--- config.mk ---
export PLATFORM = sky130hd
export DESIGN_NAME = serial_adder_initiator
export DESIGN_NICKNAME = d
export VERILOG_FILES = /design/src/rtl/serial_adder_pkg.sv /design/src/rtl/sa_cmd_fifo.sv /design/src/rtl/serial_adder_initiator.sv
export SDC_FILE = /design/constraint.sdc
export NUM_CORES = 1
export LEC_CHECK = 0
export ABC_CLOCK_PERIOD_IN_PS = 3500
export CAP_MARGIN = 30
export CORE_ASPECT_RATIO = 2
export CORE_UTILIZATION = 26
export CTS_BUF_LIST = sky130_fd_sc_hd__clkbuf_4
export CTS_CLUSTER_DIAMETER = 150
export CTS_CLUSTER_SIZE = 30
export DETAILED_ROUTE_END_ITERATION = 10
export PLACE_DENSITY = 0.41
export SYNTH_ARGS = -nofsm -noshare
export SYNTH_HDL_FRONTEND = slang
export SYNTH_SLANG_ARGS = --single-unit
export TNS_END_PERCENT = 10
--- constraint.sdc ---
create_clock -name clk -period 3.5 [get_ports clk]
set_clock_uncertainty 0.15 [all_clocks]
set_input_delay 0.525 -clock clk [delete_from_list [all_inputs] [get_ports clk]]
set_output_delay 0.525 -clock clk [all_outputs]
set_load 0.02 [all_outputs]
--- src/rtl/serial_adder_pkg.sv ---
// Shared constants and FSM encoding for the serial-adder initiator.
// Latency: n/a (types and constants only).
// Backpressure: n/a.
package serial_adder_pkg;

    localparam int OP_W_DEF  = 8;
    localparam int SUM_W_DEF = OP_W_DEF + 1;

    typedef enum logic [2:0] {
        S_IDLE  = 3'd0,
        S_ISSUE = 3'd1,
        S_WAIT  = 3'd2,
        S_CAPT  = 3'd3,
        S_GAP   = 3'd4
    } state_t;

    // The sum keeps the full carry out of the top operand bit.
    function automatic int sum_width(input int op_w);
        return op_w + 1;
    endfunction

endpackage

--- src/rtl/sa_cmd_fifo.sv ---
// Command FIFO holding packed {a,b} operand pairs for the initiator FSM.
// Latency: a pushed entry is visible at the head the cycle after the push.
// Backpressure: wr_ready = !full; pops on an empty FIFO are ignored.
module sa_cmd_fifo #(
    parameter int W     = 16,
    parameter int DEPTH = 4
) (
    input  logic         clk,
    input  logic         rst,
    input  logic         wr_valid,
    output logic         wr_ready,
    input  logic [W-1:0] wr_data,
    input  logic         rd_pop,
    output logic [W-1:0] rd_data,
    output logic         empty
);

    localparam int AW = $clog2(DEPTH);
    localparam int CW = AW + 1;

    logic [W-1:0]  mem [DEPTH];
    logic [AW-1:0] wr_ptr;
    logic [AW-1:0] rd_ptr;
    logic [CW-1:0] count;
    logic          full;
    logic          push;
    logic          pop;

    assign full     = (count == CW'(DEPTH));
    assign empty    = (count == '0);
    assign wr_ready = !full;
    assign push     = wr_valid && !full;
    assign pop      = rd_pop && !empty;
    assign rd_data  = mem[rd_ptr];

    // Storage array; contents are don't-care until written, so no reset.
    always_ff @(posedge clk) begin
        if (push) begin
            mem[wr_ptr] <= wr_data;
        end
    end

    // Pointers wrap naturally because DEPTH is a power of two; count tracks occupancy.
    always_ff @(posedge clk or negedge rst) begin
        if (!rst) begin
            wr_ptr <= '0;
            rd_ptr <= '0;
            count  <= '0;
        end else begin
            if (push) begin
                wr_ptr <= wr_ptr + AW'(1);
            end
            if (pop) begin
                rd_ptr <= rd_ptr + AW'(1);
            end
            case ({push, pop})
                2'b10:   count <= count + CW'(1);
                2'b01:   count <= count - CW'(1);
                default: count <= count;
            endcase
        end
    end

endmodule

--- src/rtl/serial_adder_initiator.sv ---
// Queues operand pairs, runs them one at a time through a SerialAdder via start/done, holds the sum.
// Latency: push to res_valid = adder latency plus FIFO, issue, capture and result-register stages.
// Backpressure: cmd_ready = !fifo_full; a full result register stalls the FSM in CAPT. Optional SA_INIT_TIMEOUT_EN.
module serial_adder_initiator
    import serial_adder_pkg::*;
#(
    parameter int OP_W       = OP_W_DEF,
    parameter int FIFO_DEPTH = 4,
    parameter int TIMEOUT    = 64
) (
    input  logic                 clk,
    input  logic                 rst,
    input  logic                 cmd_valid,
    output logic                 cmd_ready,
    input  logic [OP_W-1:0]      cmd_a,
    input  logic [OP_W-1:0]      cmd_b,
    output logic [OP_W-1:0]      sa_a,
    output logic [OP_W-1:0]      sa_b,
    output logic                 sa_start,
    input  logic [OP_W:0]        sa_sum,
    input  logic                 sa_done,
    output logic                 res_valid,
    input  logic                 res_ready,
    output logic [OP_W:0]        res_sum,
    output logic                 busy,
    output logic                 intr,
    output logic                 err
);

    localparam int SUM_W = sum_width(OP_W);

    state_t              state;
    logic [2*OP_W-1:0]   fifo_head;
    logic                fifo_empty;
    logic                fifo_pop;
    logic [SUM_W-1:0]    sum_hold;

`ifdef SA_INIT_TIMEOUT_EN
    localparam int TMO_W = $clog2(TIMEOUT + 1);
    logic [TMO_W-1:0]    tmo_cnt;
    logic                err_q;
    assign err = err_q;
`else
    assign err = 1'b0;
`endif

    sa_cmd_fifo #(
        .W     (2 * OP_W),
        .DEPTH (FIFO_DEPTH)
    ) u_fifo (
        .clk      (clk),
        .rst      (rst),
        .wr_valid (cmd_valid),
        .wr_ready (cmd_ready),
        .wr_data  ({cmd_a, cmd_b}),
        .rd_pop   (fifo_pop),
        .rd_data  (fifo_head),
        .empty    (fifo_empty)
    );

    assign fifo_pop = (state == S_IDLE) && !fifo_empty;
    assign busy     = (state != S_IDLE) || !fifo_empty;
    assign intr     = res_valid;

    // Protocol FSM plus result register. The sum is latched when done is seen so that
    // CAPT does not depend on the adder holding its output once start drops.
    // Later assignments in the case override the pop clear, so a capture wins over a pop.
    always_ff @(posedge clk or negedge rst) begin
        if (!rst) begin
            state     <= S_IDLE;
            sa_start  <= 1'b0;
            sa_a      <= '0;
            sa_b      <= '0;
            res_valid <= 1'b0;
            res_sum   <= '0;
            sum_hold  <= '0;
`ifdef SA_INIT_TIMEOUT_EN
            tmo_cnt   <= '0;
            err_q     <= 1'b0;
`endif
        end else begin
            if (res_valid && res_ready) begin
                res_valid <= 1'b0;
            end
            case (state)
                S_IDLE: begin
                    if (!fifo_empty) begin
                        sa_a  <= fifo_head[2*OP_W-1:OP_W];
                        sa_b  <= fifo_head[OP_W-1:0];
                        state <= S_ISSUE;
                    end
                end
                S_ISSUE: begin
                    sa_start <= 1'b1;
`ifdef SA_INIT_TIMEOUT_EN
                    tmo_cnt  <= '0;
`endif
                    state    <= S_WAIT;
                end
                S_WAIT: begin
                    if (sa_done) begin
                        sa_start <= 1'b0;
                        sum_hold <= sa_sum;
                        state    <= S_CAPT;
                    end
`ifdef SA_INIT_TIMEOUT_EN
                    else if (tmo_cnt == TMO_W'(TIMEOUT - 1)) begin
                        sa_start  <= 1'b0;
                        err_q     <= 1'b1;
                        res_sum   <= '1;
                        res_valid <= 1'b1;
                        state     <= S_GAP;
                    end else begin
                        tmo_cnt <= tmo_cnt + TMO_W'(1);
                    end
`endif
                end
                S_CAPT: begin
                    if (!res_valid || res_ready) begin
                        res_sum   <= sum_hold;
                        res_valid <= 1'b1;
                        state     <= S_GAP;
                    end
                end
                S_GAP: begin
                    state <= S_IDLE;
                end
                default: begin
                    state <= S_IDLE;
                end
            endcase
        end
    end

endmodule
== After elaboration in Yosys (flattened, before gate mapping) ==
Memory sizes are Yosys's and may differ from the RTL's. A register that Yosys moved wholly into a read port is not among the register bits.
Index checks and enable logic that the tools add are counted.
Operators by class
  bitwise gates (word level): 1
  equality and inequality tests: 9
  add/sub/neg operators: 4
  reductions and logical operators: 20
  muxes and demuxes: 12
Operators with widths (number)
  $pmux W3 S4: 1
  $mux W3: 3
  $reduce_and A2 Y1: 4
  $eq A3 B2 Y1 const B: 2
  $logic_not A3 Y1: 2
  $mux W1: 6
  $ne A2 B2 Y1 const B: 3
  $pmux W3 S2: 1
  $add A2 B1 Y2 const B: 2
  $logic_and A1 B1 Y1: 4
  $logic_not A1 Y1: 4
  $reduce_bool A2 Y1: 2
  $add A3 B1 Y3 const B: 1
  $eq A3 B1 Y1 const B: 1
  $eq A3 B3 Y1 const B: 1
  $reduce_and A3 Y1: 1
  $reduce_bool A3 Y1: 1
  $sub A3 B1 Y3 const B: 1
  $eq A2 B1 Y1 const B: 1
  $eq A2 B2 Y1 const B: 1
  $logic_or A1 B1 Y1: 2
  $pmux W1 S2: 1
  $not A1 Y1: 1
Word-level totals
  bits in registers: 30
  memory bits (writable): 64
  output and inout bits: 31
  memories kept: 1
  input bits: 30
  word-level logic and storage cells: 55
Memories
  u_fifo.mem: depth 4, width 16, rd ports 1, clocked after memory_dff 1, write ports 1, line sa_cmd_fifo.sv:21  | logic [W-1:0] mem [DEPTH];

== Longest topological paths before layout ==
Gate-level depths: netlist of the first run.
  depth in word-level cells: 6
  depth in mapped cells: 10
  depth with buffers taken out: 9

== By module ==
A second synthesis of the first run with hierarchy kept.
Second synthesis, totals
  cell total of the unflattened synthesis: 221
  area, all modules: 4309.1 um2
By module, submodules not included
  sa_cmd_fifo: instances 1, area each 2733.9 um2, cells an instance 121
  serial_adder_initiator: instances 1, area each 1575.3 um2, cells an instance 100

== Worst setup path before layout of the first run ==
No wires, ideal clock.
  path type: flip-flop to flip-flop
  start point: reg u_fifo.count[0]
  end point: reg u_fifo.count[2]
  clock period less this slack: 2.354 ns
  slack: 1.146 ns
  arrival time: 2.125 ns
  path buffers: 0
  required time: 3.271 ns
  stages on the path, launching flop included: 10
  path through: dfrtp_1 or3b_1 and2_4 inv_1 ha_1 inv_1 fa_1 xor2_1 nor2_1 xor2_1
Between the ends
  elaborated cells on any way between the ends: 13
  classes of those cells: 2 x add/sub; 3 x eq/ne; 1 x mux; 7 x reduce/logical
RTL lines
  start: declaration: line sa_cmd_fifo.sv:24  | logic [CW-1:0] count;
  start signal: assignment: line sa_cmd_fifo.sv:57  | 2'b10: count <= count + CW'(1);
  start signal: assignment: line sa_cmd_fifo.sv:58  | 2'b01: count <= count - CW'(1);
  start signal: assignment: line sa_cmd_fifo.sv:59  | default: count <= count;
  $eq A3 B3 Y1 (*): line sa_cmd_fifo.sv:29  | assign full = (count == CW'(DEPTH));
  $logic_not A1 Y1 (*)
  named net cmd_ready: line serial_adder_initiator.sv:14  | output logic cmd_ready,
  $logic_and A1 B1 Y1 (*): line sa_cmd_fifo.sv:32  | assign push = wr_valid && !full;
  $eq A2 B1 Y1 or $eq A2 B2 Y1 (tied branches): line sa_cmd_fifo.sv:56  | case ({push, pop})
  $pmux W3 S2 or $reduce_bool A2 Y1 (tied branches)
The timed path passes the listed nets; every way through them passes the cells marked *.
A chain may end at the register's enable or synchronous reset.

== Worst setup path after layout of the first run ==
  start point: reg u_fifo.count[0]
  end point: out busy
Between the ends
  longest elaborated chain between the ends: 3
Ends and longest elaborated chain
  $logic_not A3 Y1: line sa_cmd_fifo.sv:30  | assign empty = (count == '0);
  $logic_not A1 Y1: line serial_adder_initiator.sv:62  | assign busy = (state != S_IDLE) || !fifo_empty;
  $logic_or A1 B1 Y1: line serial_adder_initiator.sv:62
  end: declaration: line serial_adder_initiator.sv:25  | output logic busy,
No other way between the ends.

==> results.py, run 1 <==
metrics = {
    "sta": {
        "rsz0062_at_grt": "no",
        "slew_viol_final": 0,
        "hold_viol": 0,
        "tns_ns": 0,
        "fmax_ghz": 0.371,
        "final-setup-viol-count": 0,
        "post-route-period-util_pct": 77.0,
        "worst_pin_slew_ns": 0.831,
        "slew_headroom_pct": 44.6,
        "min_period_ns": 2.70,
    },
    "final_layout": {
        "fin_nets": 326,
        "final_area_mm2": 0.00530,
        "final_util_pct": 32.8,
        "areaGrowthSynthToFinish_pct": 23.7,
        "drive_above_1_share_pct": 24.4,
        "fill_cells": 1653,
    },
    "die": {
        "row_count": 66,
        "fp.dieH_um": 184,
        "num_io_pins": 61,
        "core_mm2": 0.0162,
        "initial_core_util_pct": 26.5,
        "die_area_mm2": 0.0170,
        "die_w_um": 92.8,
    },
    "drt": {
        "final_antenna_net_count": 0,
        "first_pass_iters": 6,
        "initialDrtViolationCount": 72,
        "wl_per_cell_um": 16.6,
        "wl_um": 8290,
        "drc": 0,
        "vias": 2146,
        "via_per_inst": 4.29,
    },
    "yosys": {
        "avgSynthCellArea_um2": 19.4,
        "synth-seq-cells": 110,
        "syn-num-nets": 257,
        "synth_cell_types": 33,
        "synth.area.top_cells": "edfxtp_1, dfrtp_1, mux2_2",
        "synth_common_cells": "edfxtp_1, dfrtp_1, mux2_2",
        "synthCells": 221,
        "synthArstFlopShare_pct": 41.8,
        "synth.most_common_cell": "edfxtp_1",
        "yosysTopAreaCell": "edfxtp_1",
        "synth_area_mm2": 0.00429,
        "yosys_most_used_dff": "edfxtp_1",
        "synth_edf_count": 64,
        "yosysTopAreaCellShare_pct": 44.8,
        "yosys_warnings": 0,
        "yosysSeqAreaShare_pct": 71.7,
    },
    "clock_tree": {
        "path_clk_slew_ns": 0.18,
        "root_buffer": "clkbuf_4",
        "htreeDepth": 3,
        "cts_resized": 0,
        "clk_latency_ns": 0.47,
        "clockBufferDepth": 2,
        "cts.sinks": 110,
        "ctsHoldBuffers": 1,
        "numCtsBuffers": 9,
        "postCtsSetupRepairBufs": 0,
        "cts_tree": "built",
    },
    "worst_setup_path": {
        "crit_slowest_cell": "clkdlybuf4s50_1",
        "cp_data_required_time_ns": 2.82,
        "path_cells": "or3_4 > nand2b_1 > clkdlybuf4s50_1",
        "worstPathMaxFanout": 4,
        "start_kind": "register",
        "critical_path_class": "reg -> out",
        "worst_ep_arrival_time_ns": 2.02,
        "worstReg2RegStart": "state[1]",
        "endpoint_kind": "output port",
        "r2r_cells": 9,
        "crit_start": "u_fifo.count[0]",
        "critPathMaxStageDelay_ns": 0.55,
    },
    "pwr": {
        "ir_drop_mv": 0.270,
        "leakage_nw": 1.97,
        "finalPower_mw": 4.55,
        "power_density_mw_per_mm2": 859,
    },
    "global_route": {
        "grt_max_degree": 33,
        "track_usage_pct": 10.5,
        "grt_pass1_wl_um": 12800,
        "grt_pass1_vias": 2271,
        "gr-total-overflow": 0,
        "antenna_found_initial": 1,
    },
    "placement": {
        "placed_cell_area_mm2": 0.00511,
        "place.gp.congestion": 0.688,
        "port_buffers": 59,
        "dp_hpwl_um": 5540,
    },
    "hold_path": {
        "hp-start": "sum_hold[6]",
        "min_path_cells": 1,
        "hp-class": "reg -> reg",
    },
    "run_status": {
        "status": "finished clean",
    },
    "run": {
        "cap_violations": 0,
    },
}
path summary, 6_finish.rpt:
path / end / slack [ns]
min in group asynchronous: res_sum[8] / 0.48
max in group asynchronous: state[1] / 1.98
worst max register to register: u_fifo.count[2] / 0.98
worst min-delay path: res_sum[6] / 0.35
worst min register to register: res_sum[6] / 0.35
worst max-delay path: busy / 0.80
placed cells by master, fill, tap and decap left out:
cell type and n:
and2_4 1, nand2_2 1, nor2b_1 2, clkinv_4 1
or3_4 1, nand3b_1 1, mux4_1 8, nor3_1 1
o21ai_0 1, nand2b_1 2, nor2_1 3, bufinv_16 2
mux2i_1 1, dfrtp_1 46, diode_2 1, xor2_1 2
fa_1 1, buf_4 7, inv_6 2, mux2_2 35
and3b_1 1, nor3_2 1, dlygate4sd3_1 1, clkbuf_4 9
conb_1 1, or3b_1 1, ha_1 5, a21oi_1 3
inv_1 8, nand3_1 1, nand2_1 2, and3_1 6
a21bo_2 1, edfxtp_1 64, inv_8 2, xnor2_1 4
buf_2 1, mux4_2 8, clkdlybuf4s50_1 58
state kept, by name, summed over array words and instances, names as in the netlist:
signal and flops:
u_fifo.mem 64, res_sum 9, sum_hold 9, sa_a 8, sa_b 8, state 3, u_fifo.count 3, u_fifo.rd_ptr 2
u_fifo.wr_ptr 2, intr 1, sa_start 1
logic make-up (layout without fill, tap and decap cells):
| family | count (synthesis) | in the layout | synth area share, % |
|---|---|---|---|
| AO/OA/AOI/OAI | 5 | 5 | 0.700 |
| XOR/XNOR | 6 | 6 | 1.23 |
| adder cells (fa/ha/maj) | 6 | 6 | 1.93 |
| buffers and inverters | 17 | 91 | 2.28 |
| flip-flops | 110 | 110 | 71.7 |
| multiplexers | 52 | 52 | 18.5 |
| other | 1 | 2 | 0.0875 |
| AND/OR/NAND/NOR | 24 | 24 | 3.56 |
report_power, final:
group | internal [mW] | switching, mW | total, mW
sequential | 1.82 | 0.250 | 2.07
clock | 0.306 | 0.444 | 0.750
combinational | 0.942 | 0.794 | 1.74
stage by stage:
step	instances	setup slack, ns	hold slack, ns
detailed placement	482	0.957	0.328
global route	500	0.690	0.358
global placement	482	1.03	0.321
floorplan	221	1.15	0.0794
finish	500	0.804	0.349
CTS	499	0.752	0.344
cell type report:
type / count / area [µm²] / area share (%)
Inverter: 8 / 30.0 / 0.566
Sequential cell: 110 / 3070 / 58.0
Antenna cell: 1 / 2.50 / 0.0472
Multi-Input combinational cell: 94 / 1120 / 21.1
Tap cell: 204 / 255 / 4.81
Timing Repair Buffer: 67 / 648 / 12.2
Clock inverter: 7 / 109 / 2.05
Clock buffer: 9 / 67.6 / 1.27
worst max-delay path: cells and delay by family (launching register included):
kind          cells  cell delay (ns)
buf+inv           1             0.55
flops             1             0.45
simple gates      2             0.57
metal layers:
metal / part of all wire, % / track usage (%) / vias up / wire, µm
li1: - / - / 976 / -
met1: 38 / 11.0 / 1118 / 3170
met2: 57 / 19.5 / 39 / 4710
met3: 2.9 / 2.19 / 13 / 240
met4: 2.0 / 4.80 / 0 / 165
met5: 0 / 0 / - / 0
No activity file was read; power rests on OpenSTA's default activity.
==> inputs of run 2 (changes only) <==
ABC_CLOCK_PERIOD_IN_PS = 2300   (was 3500)
PLACE_DENSITY = 0.43   (was 0.41)
clock period = 2.3 ns   (was 3.5 ns; I/O delays follow)
==> run 2 against run 1 <==
Register-to-register slack got worse by 0.88 ns. First-iteration DRC count rose by 4.2%. Final area rose by 1.9%. Worst setup slack got worse by 0.72 ns. Highest routed layer unchanged. Largest power group unchanged. Sequential power rose by 47%. Critical endpoint unchanged.
==> results.py, run 2 (same netlist as run 1, synthesis figures left out) <==
metrics = {
    "final_layout": {
        "largest_reg_flops": 64,
        "fin_nets": 338,
        "reg_top3": "u_fifo.mem: 64 flops, res_sum: 9 flops, sum_hold: 9 flops",
        "areaGrowthSynthToFinish_pct": 26.0,
        "final_cell_mix": "edfxtp_1, clkdlybuf4s50_1, dfrtp_1",
        "seq_area_mm2": 0.00307,
        "final_common_cell": "edfxtp_1",
        "regMostFlops": "u_fifo.mem",
        "final_area_mm2": 0.00540,
        "final_cells": 512,
        "drive_above_1_share_pct": 29.3,
        "multi_input_area_mm2": 0.00112,
        "final_util_pct": 33.4,
        "fill_cells": 1627,
    },
    "worst_setup_path": {
        "worst_ep_arrival_time_ns": 1.72,
        "worstPathMaxFanout": 4,
        "cp_data_required_time_ns": 1.80,
        "path_buf_inv": 2,
        "critical_path_class": "reg -> out",
        "crit_family": "simple AND/OR/NAND/NOR gates",
        "endpoint_kind": "output port",
        "path_cells": "buf_4 > or3_4 > nand2b_1 > buf_6",
        "crit_slowest_cell": "dfrtp_1",
        "start_kind": "register",
        "critPathMaxStageDelay_ns": 0.41,
    },
    "global_route": {
        "grt_pass1_wl_um": 13200,
        "grt_pass1_vias": 2450,
        "grt_max_degree": 24,
        "antenna_found_initial": 1,
        "gr-total-overflow": 0,
        "track_usage_pct": 10.9,
    },
    "placement": {
        "place.gp.congestion": 0.670,
        "place_inst": 491,
        "dp_hpwl_um": 5780,
        "port_buffers": 59,
        "placed_cell_area_mm2": 0.00523,
    },
    "clock_tree": {
        "cts_tree": "built",
        "path_clk_slew_ns": 0.17,
        "clk_latency_ns": 0.48,
        "htreeDepth": 3,
        "clockBufferDepth": 2,
        "numCtsBuffers": 9,
        "root_buffer": "clkbuf_4",
        "cts.sinks": 110,
    },
    "pwr": {
        "power_density_mw_per_mm2": 1280,
        "p_int_mw": 4.62,
        "clkPwrFrac_pct": 13.4,
        "ir_drop_mv": 0.257,
        "combPwrFrac_pct": 42.6,
        "seq_power_share_pct": 44.1,
        "switchingPower_mw": 2.31,
        "leakage_nw": 2.02,
        "swShare_pct": 33.3,
    },
    "die": {
        "core_mm2": 0.0162,
        "row_count": 66,
        "initial_core_util_pct": 26.5,
        "num_io_pins": 61,
        "fp.dieH_um": 184,
        "die_area_mm2": 0.0170,
        "die_w_um": 92.8,
    },
    "drt": {
        "first_pass_iters": 4,
        "wl_met1_um": 2980,
        "final_antenna_net_count": 0,
        "maxUsedRoutingLayer": "met4",
        "drc": 0,
        "met3_length_um": 258,
        "initialDrtViolationCount": 75,
        "wl_per_cell_um": 16.7,
        "vias": 2205,
        "wl_um": 8540,
        "wl_met2_um": 5050,
        "via_per_inst": 4.31,
    },
    "sta": {
        "hold_viol": 0,
        "fmax_ghz": 0.451,
        "slew_viol_final": 0,
        "slew_headroom_pct": 62.4,
        "min_period_ns": 2.22,
        "tns_ns": 0,
        "worst_pin_slew_ns": 0.564,
        "post-route-period-util_pct": 96.5,
        "final-setup-viol-count": 0,
    },
    "hold_path": {
        "hp-class": "in -> async",
    },
    "run": {
        "cap_violations": 0,
    },
    "run_status": {
        "status": "finished clean",
    },
}
==> run 2: cell count changes in the layout (fill, tap and decap cells not counted), moves of 2 or more <==
| cell | before | now |
|---|---|---|
| clkdlybuf4s50_1 | 58 | 56 |
| bufinv_16 | 2 | 0 |
| buf_12 | 0 | 4 |
| buf_4 | 7 | 15 |
| inv_8 | 2 | 0 |
==> run 2: per-stage QoR <==
step	setup slack (ns)	hold slack [ns]	power (mW)
2_1_floorplan	0.0426	-0.101	4.90
3_3_place_gp	0.0425	0.222	6.06
3_5_place_dp	0.0341	0.220	6.11
4_1_cts	-0.00768	0.225	7.04
5_1_grt	-0.0120	0.222	7.39
6_report	0.0816	0.227	6.92
==> run 2: worst paths after layout <==
path                                 startpoint  slack, ns  depth (start not counted)               to
worst min-delay path                        rst       0.23                          2       res_sum[8]
worst min register to register      sum_hold[1]       0.37                          1       res_sum[1]
max in group asynchronous                   rst       1.11                          3         state[0]
min in group clk                      sa_sum[7]       0.33                          2      sum_hold[7]
worst max register to register  u_fifo.count[1]       0.10                          9  u_fifo.count[2]
worst max-delay path            u_fifo.count[2]       0.08                          4             busy
==> run 2: final cells by class <==
cell class / count / area share (%)
Clock buffer: 10 / 1.39
Tap cell: 204 / 4.73
Inverter: 8 / 0.556
Antenna cell: 1 / 0.0463
Timing Repair Buffer: 79 / 14.5
Multi-Input combinational cell: 94 / 20.8
Clock inverter: 6 / 1.04
Sequential cell: 110 / 56.9
==> run 2: routing by layer <==
layer / GRT usage (%) / vias to the layer above
met5: 0 / -
met4: 5.85 / 0
met3: 2.32 / 12
met2: 21.1 / 41
met1: 10.3 / 1153
li1: - / 999
==> run 2: timing repair <==
| action | CTS | global route |
|---|---|---|
| endpoints found under the setup margin | 3 | 3 |
| resized for setup | 6 | 6 |
| setup buffers | 0 | 3 |
| hold buffers | 1 | 0 |
| pin swaps | 0 | 5 |
| endpoints found under the hold margin | 21 | 0 |
==> run 2: power groups by stage <==
stage	clock, mW	sequential (mW)	combinational (mW)
2_1_floorplan	0	3.35	1.55
3_3_place_gp	0	3.09	2.97
3_5_place_dp	0	3.13	2.99
4_1_cts	0.974	3.08	2.99
5_1_grt	1.04	3.14	3.21
6_report	0.925	3.05	2.95
